## src/rtl/des_stream_controller.sv

```systemverilog
// Byte-stream wrapper around a combinational DES core. It collects eight bytes into one block,
// holds the block stable while the core settles, then sends the result out as eight bytes.
module des_stream_controller #(
  parameter int SETTLE_CYCLES = 4
) (
  input  logic        clk,
  input  logic        rst_n,
  input  logic        key_load,
  input  logic [63:0] key_in,
  input  logic        decrypt_in,
  input  logic [7:0]  in_byte,
  input  logic        in_valid,
  output logic        in_ready,
  output logic [7:0]  out_byte,
  output logic        out_valid,
  input  logic        out_ready,
  output logic [63:0] core_in,
  output logic [63:0] core_key,
  output logic        core_decrypt,
  input  logic [63:0] core_out,
  output logic        busy
);

  if (SETTLE_CYCLES < 1 || SETTLE_CYCLES > 15) begin : g_bad_settle
    $error("des_stream_controller: SETTLE_CYCLES must be in 1..15");
  end

  localparam logic [3:0] SETTLE_LAST = 4'(SETTLE_CYCLES - 1);

  typedef enum logic [1:0] {COLLECT, SETTLE, DRAIN} state_t;

  state_t      state_q, state_d;
  logic [2:0]  byte_cnt_q, byte_cnt_d;
  logic [3:0]  settle_cnt_q, settle_cnt_d;
  logic [63:0] block_q, block_d;
  logic [63:0] key_q, key_d;
  logic [63:0] out_q, out_d;
  logic        mode_q, mode_d;

  always_ff @(posedge clk or negedge rst_n) begin
    if (!rst_n) begin
      state_q      <= COLLECT;
      byte_cnt_q   <= 3'd0;
      settle_cnt_q <= 4'd0;
      block_q      <= 64'd0;
      key_q        <= 64'd0;
      out_q        <= 64'd0;
      mode_q       <= 1'b0;
    end else begin
      state_q      <= state_d;
      byte_cnt_q   <= byte_cnt_d;
      settle_cnt_q <= settle_cnt_d;
      block_q      <= block_d;
      key_q        <= key_d;
      out_q        <= out_d;
      mode_q       <= mode_d;
    end
  end

  always_comb begin
    state_d      = state_q;
    byte_cnt_d   = byte_cnt_q;
    settle_cnt_d = settle_cnt_q;
    block_d      = block_q;
    key_d        = key_q;
    out_d        = out_q;
    mode_d       = mode_q;
    in_ready     = 1'b0;
    out_valid    = 1'b0;
    busy         = 1'b0;
    case (state_q)
      COLLECT: begin
        in_ready = 1'b1;
        if (key_load) key_d = key_in;
        if (in_valid) begin
          block_d = {block_q[55:0], in_byte};
          if (byte_cnt_q == 3'd0) mode_d = decrypt_in;
          if (byte_cnt_q == 3'd7) begin
            byte_cnt_d   = 3'd0;
            settle_cnt_d = 4'd0;
            state_d      = SETTLE;
          end else begin
            byte_cnt_d = byte_cnt_q + 3'd1;
          end
        end
      end
      SETTLE: begin
        // Core inputs and key are frozen here; a key_load now is simply dropped.
        busy         = 1'b1;
        settle_cnt_d = settle_cnt_q + 4'd1;
        if (settle_cnt_q == SETTLE_LAST) begin
          out_d   = core_out;
          state_d = DRAIN;
        end
      end
      DRAIN: begin
        busy      = 1'b1;
        out_valid = 1'b1;
        if (key_load) key_d = key_in;
        if (out_ready) begin
          out_d = {out_q[55:0], 8'h00};
          if (byte_cnt_q == 3'd7) begin
            byte_cnt_d = 3'd0;
            state_d    = COLLECT;
          end else begin
            byte_cnt_d = byte_cnt_q + 3'd1;
          end
        end
      end
      default: state_d = COLLECT;
    endcase
  end

  assign out_byte     = out_q[63:56];
  assign core_in      = block_q;
  assign core_key     = key_q;
  assign core_decrypt = mode_q;

endmodule
```

## config.mk

```make
export PLATFORM = sky130hd
export DESIGN_NAME = des_stream_controller
export DESIGN_NICKNAME = d
export VERILOG_FILES = /design/src/rtl/des_stream_controller.sv
export SDC_FILE = /design/constraint.sdc
export NUM_CORES = 1
export LEC_CHECK = 0
export CORE_MARGIN = 3
export CORE_UTILIZATION = 40
export CTS_CLUSTER_SIZE = 25
export DETAILED_ROUTE_END_ITERATION = 7
export PLACE_DENSITY_LB_ADDON = 0.1
export SYNTH_ARGS = -nofsm -noshare
export SYNTH_HDL_FRONTEND = slang
export SYNTH_SLANG_ARGS = --single-unit
```

## constraint.sdc

```tcl
create_clock -name clk -period 2.2 [get_ports clk]
set_input_delay 0.66 -clock clk [delete_from_list [all_inputs] [get_ports clk]]
set_output_delay 0.66 -clock clk [all_outputs]
set_load 0.02 [all_outputs]
```

==> results of run 1 <==
state kept, by name (all words and copies together) (netlist names):
name / flops
byte_cnt_q: 3
core_decrypt: 1
core_in: 64
core_key: 64
out_q: 64
settle_cnt_q: 4
state_q: 2
through the flow:
step                TNS [ps]  std cells    util  hold slack (ps)  worst slack [ps]
floorplan                  0        615       -            364.4             225.6
global placement           0       1144  0.5830            486.0             58.32
detailed placement         0       1144  0.5830            492.0             36.98
CTS                        0       1185  0.6222            129.3          0.004219
global route          -29.37       1185  0.6261            138.7            -29.13
finish                     0       1186  0.6262            128.3             41.71
synth_stat cells (4+ instances only):
library cell	n	area, sq um
dfrtp_1	202	5055
o21ai_0	13	65.06
buf_1	5	18.77
inv_1	13	48.80
buf_4	11	82.58
ha_1	9	112.6
mux2_2	132	1486
clkbuf_1	4	15.01
nor2_1	59	221.5
a21oi_1	59	295.3
mux2i_1	56	560.5
nand2_1	6	22.52
buf_2	23	115.1
nand3b_1	8	60.06
logic make-up (layout without fill, tap and decap cells):
logic type / Yosys count / count (layout) / synth area share
other cells: 0 / 1 / 0
flops: 202 / 202 / 0.6110
buf+inv: 56 / 361 / 0.03388
compound gates: 78 / 78 / 0.05006
simple gates: 82 / 82 / 0.04401
fa+ha+maj: 9 / 9 / 0.01361
mux: 188 / 188 / 0.2474
where the power goes:
part           internal [mW]  switching [mW]
sequential              5.64            1.09
combinational           4.96            4.73
clock                   2.45            1.47
layer usage:
layer,vias to the layer above,part of all wire
met2,178,0.51
met5,-,0
li1,2720,-
met1,2796,0.38
met3,25,0.085
met4,0,0.020
worst min-delay path by stage:
stage	startpoint	to	slack [ps]	cells past startpoint
after floorplan	rst_n	byte_cnt_q[0]$_DFFE_PN0P_	360	0
after global placement	core_key[53]$_DFFE_PN0P_	core_key[53]$_DFFE_PN0P_	490	1
after detailed placement	core_key[10]$_DFFE_PN0P_	core_key[10]$_DFFE_PN0P_	490	1
after CTS	rst_n	out_q[62]$_DFFE_PN0P_	130	1
after global routing	rst_n	out_q[62]$_DFFE_PN0P_	140	1
final	rst_n	out_q[62]$_DFFE_PN0P_	130	1
cells in the final DEF (no fill, tap or decap), drive strengths merged:
cell type	instances
bufinv	2
nor3b	1
a21oi	59
or3b	1
mux2i	56
o21ai	14
nor2b	1
nand2b	2
dlymetal6s2s	35
nand2	6
clkinv	3
buf	28
diode	1
nor2	59
a21bo	1
clkbuf	37
ha	9
a211oi	2
a32o	1
a22o	1
nand3	3
mux2	132
inv	14
clkdlybuf4s50	235
nor4bb	1
dlygate4sd2	7
nand3b	8
dfrtp	202
final cells by class:
class                      instances  area share
sequential                       202      0.4055
clock buffer                      35     0.05701
inverter                          13    0.003914
tap                              265     0.02660
multi-input combinational        357      0.2384
clock inverter                     6    0.006724
timing repair buffer             307      0.2617
antenna                            1   0.0002007
==> flow_metrics.env, run 1 <==
export IMPL_min_path_type="primary input to async pin"
export IMPL_regArea_sq_um=5055
export IMPL_cts_made_buffers=23
export IMPL_cts_setup_buffers=0
export IMPL_rows=51
export IMPL_final_cell_area_sq_um=12470
export IMPL_status="complete, no violations"
export IMPL_ios=282
export IMPL_synth_fp_nets=766
export IMPL_dr_pass1_iters=4
export IMPL_maxCapViolations=0
export IMPL_period_share=0.9810
export IMPL_finClkSkew_ps=6.403
export IMPL_layout_drive_gt1_share=0.2239
export IMPL_cts_resized=17
export IMPL_async_flop_share=1.000
export IMPL_drv_slew=0
export IMPL_clockBufferDepth=3
export IMPL_ys_ff_latch=202
export IMPL_path_clk_slew_ps=60
export IMPL_start_util=0.4155
export IMPL_antenna_found_initial=0
export IMPL_multi_input_area_sq_um=2972
export IMPL_io_buffers=281
export IMPL_wl_per_cell_microns=17.60
export IMPL_slew_headroom=0.6925
export IMPL_cp_required_ps=1540
export IMPL_hold_violations=0
export IMPL_gp_congestion=0.7915
export IMPL_ant_nets=0
export IMPL_worstSetupStartpoint="core_in[24]$_DFFE_PN0P_"
export IMPL_peakVddDrop_mv=1.069
export IMPL_die_h_microns=149.8
export IMPL_grt_max_degree=66
export IMPL_core_sq_um=19910
export IMPL_finalSetupViolations=0
export IMPL_area_delta_synth_final_pct=50.70
export IMPL_cp_max_fo=3
export IMPL_die_width_microns=149.8
export IMPL_track_usage=0.1829
export IMPL_met2_usage=0.3176
export IMPL_synth_edf_count=0
export IMPL_critical_path_max_stage_delay_ps=630
export IMPL_crit_chain="clkdlybuf4s50_1"
export IMPL_cts_tree="done"
export IMPL_drtIter0Drc=220
export IMPL_grt_overflow_total=0
export IMPL_crit_family="buffers and inverters"
export IMPL_postSynthCellCount=615
export IMPL_placed_area_sq_um=11610
export IMPL_yosys_most_used_dff="dfrtp_1"
export IMPL_worst_setup_path_type="flip-flop to output port"
export IMPL_cts_max_level=1
export IMPL_total_power_mw=20.34
export IMPL_powerDensity_nw_per_um2=1631
export IMPL_die_area_sq_um=22440
export IMPL_hold_buffers=0
export IMPL_p_leak_nw=5.511
export IMPL_drc=0
export IMPL_yosys_warnings=0
export IMPL_end_kind="output port"
export IMPL_fmax_ghz=0.4633
export IMPL_fin_crit_ps=2158
export IMPL_grt_pass1_wl_microns=32880
export IMPL_met3_usage=0.05724
export IMPL_synth_area_sq_um=8273
export IMPL_ff2ff_setup_slack_ps=180
export IMPL_fin_nets=1055
export IMPL_r2r_start="settle_cnt_q[0]$_DFFE_PN0P_"
export IMPL_first_global_vias=6127
export IMPL_cp_arrival_ps=1500
export IMPL_synth_avg_cell_area_sq_um=13.45
export IMPL_slowest_stage="clkdlybuf4s50_1"
export IMPL_vias=5719
export IMPL_worstSkewPairLatency_ps=500
export IMPL_root_buffer="clkbuf_16"
export IMPL_fillCellCount=1612
export IMPL_crit_end="core_in[24]"
export IMPL_yosysSeqAreaShare=0.6110
export IMPL_grt_busiest_layer="met2"
export IMPL_routed_wl_microns=20870
export IMPL_cts_sinks=202
export IMPL_start_kind="flip-flop"
export IMPL_dp_hpwl_microns=15350
export IMPL_gr_usage_met1=0.2209
export IMPL_r2r_cells=7
export IMPL_rr_endpoint="out_q[56]$_DFFE_PN0P_"
export IMPL_tightest_slew_ps=461.3
export IMPL_viasPerCell=4.822
export IMPL_crit_buf_inv=1
export IMPL_cp_depth=1
export IMPL_ys_types=26
Power figures use the tool's default switching activity.
==> run 2, diff against run 1 <==
--- a/config.mk
+++ b/config.mk
@@ -7,7 +7,7 @@
 export LEC_CHECK = 0
 export CORE_MARGIN = 3
 export CORE_UTILIZATION = 40
-export CTS_CLUSTER_SIZE = 25
+export CTS_CLUSTER_DIAMETER = 40
 export DETAILED_ROUTE_END_ITERATION = 7
 export PLACE_DENSITY_LB_ADDON = 0.1
 export SYNTH_ARGS = -nofsm -noshare
==> run 2 against run 1 <==
Against the previous run:
- power increased by 3.1%
- fmax shrank 0.40%
- clock skew is essentially flat
- critical path depth unchanged
- largest cell class unchanged
- die area did not move
- cell count grew 1.3%
- clock power grew 23%
- worst setup slack lost 8.6 ps
- global-route usage grew 0.15 points
==> flow_metrics.env, run 2 (synthesis results as in run 1) <==
export IMPL_status="complete, no violations"
export IMPL_final_common_cell="dfrtp_1"
export IMPL_routed_wl_microns=21130
export IMPL_regArea_sq_um=5055
export IMPL_end_kind="output port"
export IMPL_crit_chain="clkdlybuf4s50_1"
export IMPL_fin_nets=1063
export IMPL_cp_max_fo=2
export IMPL_cts_max_level=1
export IMPL_hold_buffers=0
export IMPL_dr_pass1_iters=4
export IMPL_layout_drive_gt1_share=0.2404
export IMPL_clockBufferDepth=3
export IMPL_gp_congestion=0.7915
export IMPL_grt_overflow_total=0
export IMPL_area_delta_synth_final_pct=53.54
export IMPL_combPwrFrac=0.448
export IMPL_antenna_found_initial=0
export IMPL_finClkSkew_ps=6.359
export IMPL_grt_max_degree=66
export IMPL_p_int_mw=13.37
export IMPL_p_switching_mw=7.588
export IMPL_cp_required_ps=1540
export IMPL_fmax_ghz=0.4615
export IMPL_worst_setup_path_type="flip-flop to output port"
export IMPL_worst_slack_ps=33.10
export IMPL_start_kind="flip-flop"
export IMPL_holdWs_ps=96.10
export IMPL_drv_slew=0
export IMPL_post_place_ws_ps=36.98
export IMPL_r2r_start="settle_cnt_q[0]$_DFFE_PN0P_"
export IMPL_cp_arrival_ps=1510
export IMPL_ios=282
export IMPL_period_share=0.9850
export IMPL_path_clk_slew_ps=60
export IMPL_crit_family="buffers and inverters"
export IMPL_start_util=0.4155
export IMPL_slowest_stage="clkdlybuf4s50_1"
export IMPL_wl_per_cell_microns=17.58
export IMPL_critical_path_max_stage_delay_ps=620
export IMPL_drc=0
export IMPL_min_path_type="primary input to async pin"
export IMPL_cts_made_buffers=30
export IMPL_grt_pass1_wl_microns=33110
export IMPL_slew_headroom=0.6908
export IMPL_cts_sinks=202
export IMPL_ant_nets=0
export IMPL_switching_share=0.3620
export IMPL_final_cell_area_sq_um=12700
export IMPL_viasPerCell=4.819
export IMPL_track_usage=0.1843
export IMPL_tightest_slew_ps=463.7
export IMPL_powerDensity_nw_per_um2=1650
export IMPL_finalSetupViolations=0
export IMPL_worstSetupStartpoint="core_key[34]$_DFFE_PN0P_"
export IMPL_final_cell_mix="dfrtp_1 (202), clkdlybuf4s50_1 (182), mux2_2 (132)"
export IMPL_first_global_vias=6205
export IMPL_die_h_microns=149.8
export IMPL_multi_input_area_sq_um=2972
export IMPL_dp_hpwl_microns=15350
export IMPL_placed_area_sq_um=11610
export IMPL_maxCapViolations=0
export IMPL_root_buffer="clkbuf_16"
export IMPL_worstSkewPairLatency_ps=530
export IMPL_crit_buf_inv=1
export IMPL_vias=5792
export IMPL_peakVddDrop_mv=0.9127
export IMPL_hold_violations=0
export IMPL_drtIter0Drc=235
export IMPL_fin_crit_ps=2167
export IMPL_p_seq_frac=0.321
export IMPL_rows=51
export IMPL_core_sq_um=19910
export IMPL_cts_tree="done"
export IMPL_fillCellCount=1589
export IMPL_power_frac_clock=0.231
export IMPL_die_width_microns=149.8
export IMPL_die_area_sq_um=22440
export IMPL_p_leak_nw=5.778
export IMPL_io_buffers=281
run 2: worst paths after layout:
| kind | to | slack, ps | cells past startpoint |
|---|---|---|---|
| setup / recovery | core_key[34] | 30 | 1 |
| hold / removal | out_q[62]$_DFFE_PN0P_ | 100 | 1 |
| setup reg to reg | out_q[49]$_DFFE_PN0P_ | 160 | 7 |
| hold reg to reg | core_key[32]$_DFFE_PN0P_ | 500 | 1 |
| max in group asynchronous | core_in[23]$_DFFE_PN0P_ | 1500 | 2 |
| min in group clk | core_key[32]$_DFFE_PN0P_ | 500 | 1 |
run 2: layout make-up:
cell class	instances	share of cell area
antenna	1	0.0001970
clock buffer	31	0.06107
clock inverter	25	0.02138
inverter	13	0.003842
multi-input combinational	357	0.2339
sequential	202	0.3980
tap	265	0.02610
timing repair buffer	308	0.2555
run 2: power groups by stage:
| stage | Combinational (mW) | Sequential, mW | Clock [mW] |
|---|---|---|---|
| 2_1_floorplan | 4.17 | 8.09 | 0 |
| 3_3_place_gp | 9.72 | 6.69 | 0 |
| 3_5_place_dp | 9.93 | 6.80 | 0 |
| 4_1_cts | 9.63 | 6.75 | 4.96 |
| 5_1_grt | 10.2 | 6.98 | 5.16 |
| 6_report | 9.40 | 6.72 | 4.84 |
run 2: layer usage:
metal  share of wire  global-route usage
met5               0                   0
met4           0.026             0.05124
met3           0.082             0.05966
met2            0.52              0.3221
met1            0.38              0.2184
run 2: timing repair:
action,CTS,global route
buffers inserted,0,1
gates resized for setup,61,47
endpoints found under the setup margin,52,47
run 2: metrics by stage:
| step | total power [mW] | setup TNS [ps] | instances | util |
|---|---|---|---|---|
| 6_report | 20.96 | 0 | 1202 | 0.6380 |
| 2_1_floorplan | 12.27 | 0 | 615 | - |
| 3_3_place_gp | 16.41 | 0 | 1144 | 0.5830 |
| 4_1_cts | 21.34 | 0 | 1200 | 0.6320 |
| 5_1_grt | 22.30 | -4.689 | 1201 | 0.6379 |
| 3_5_place_dp | 16.74 | 0 | 1144 | 0.5830 |
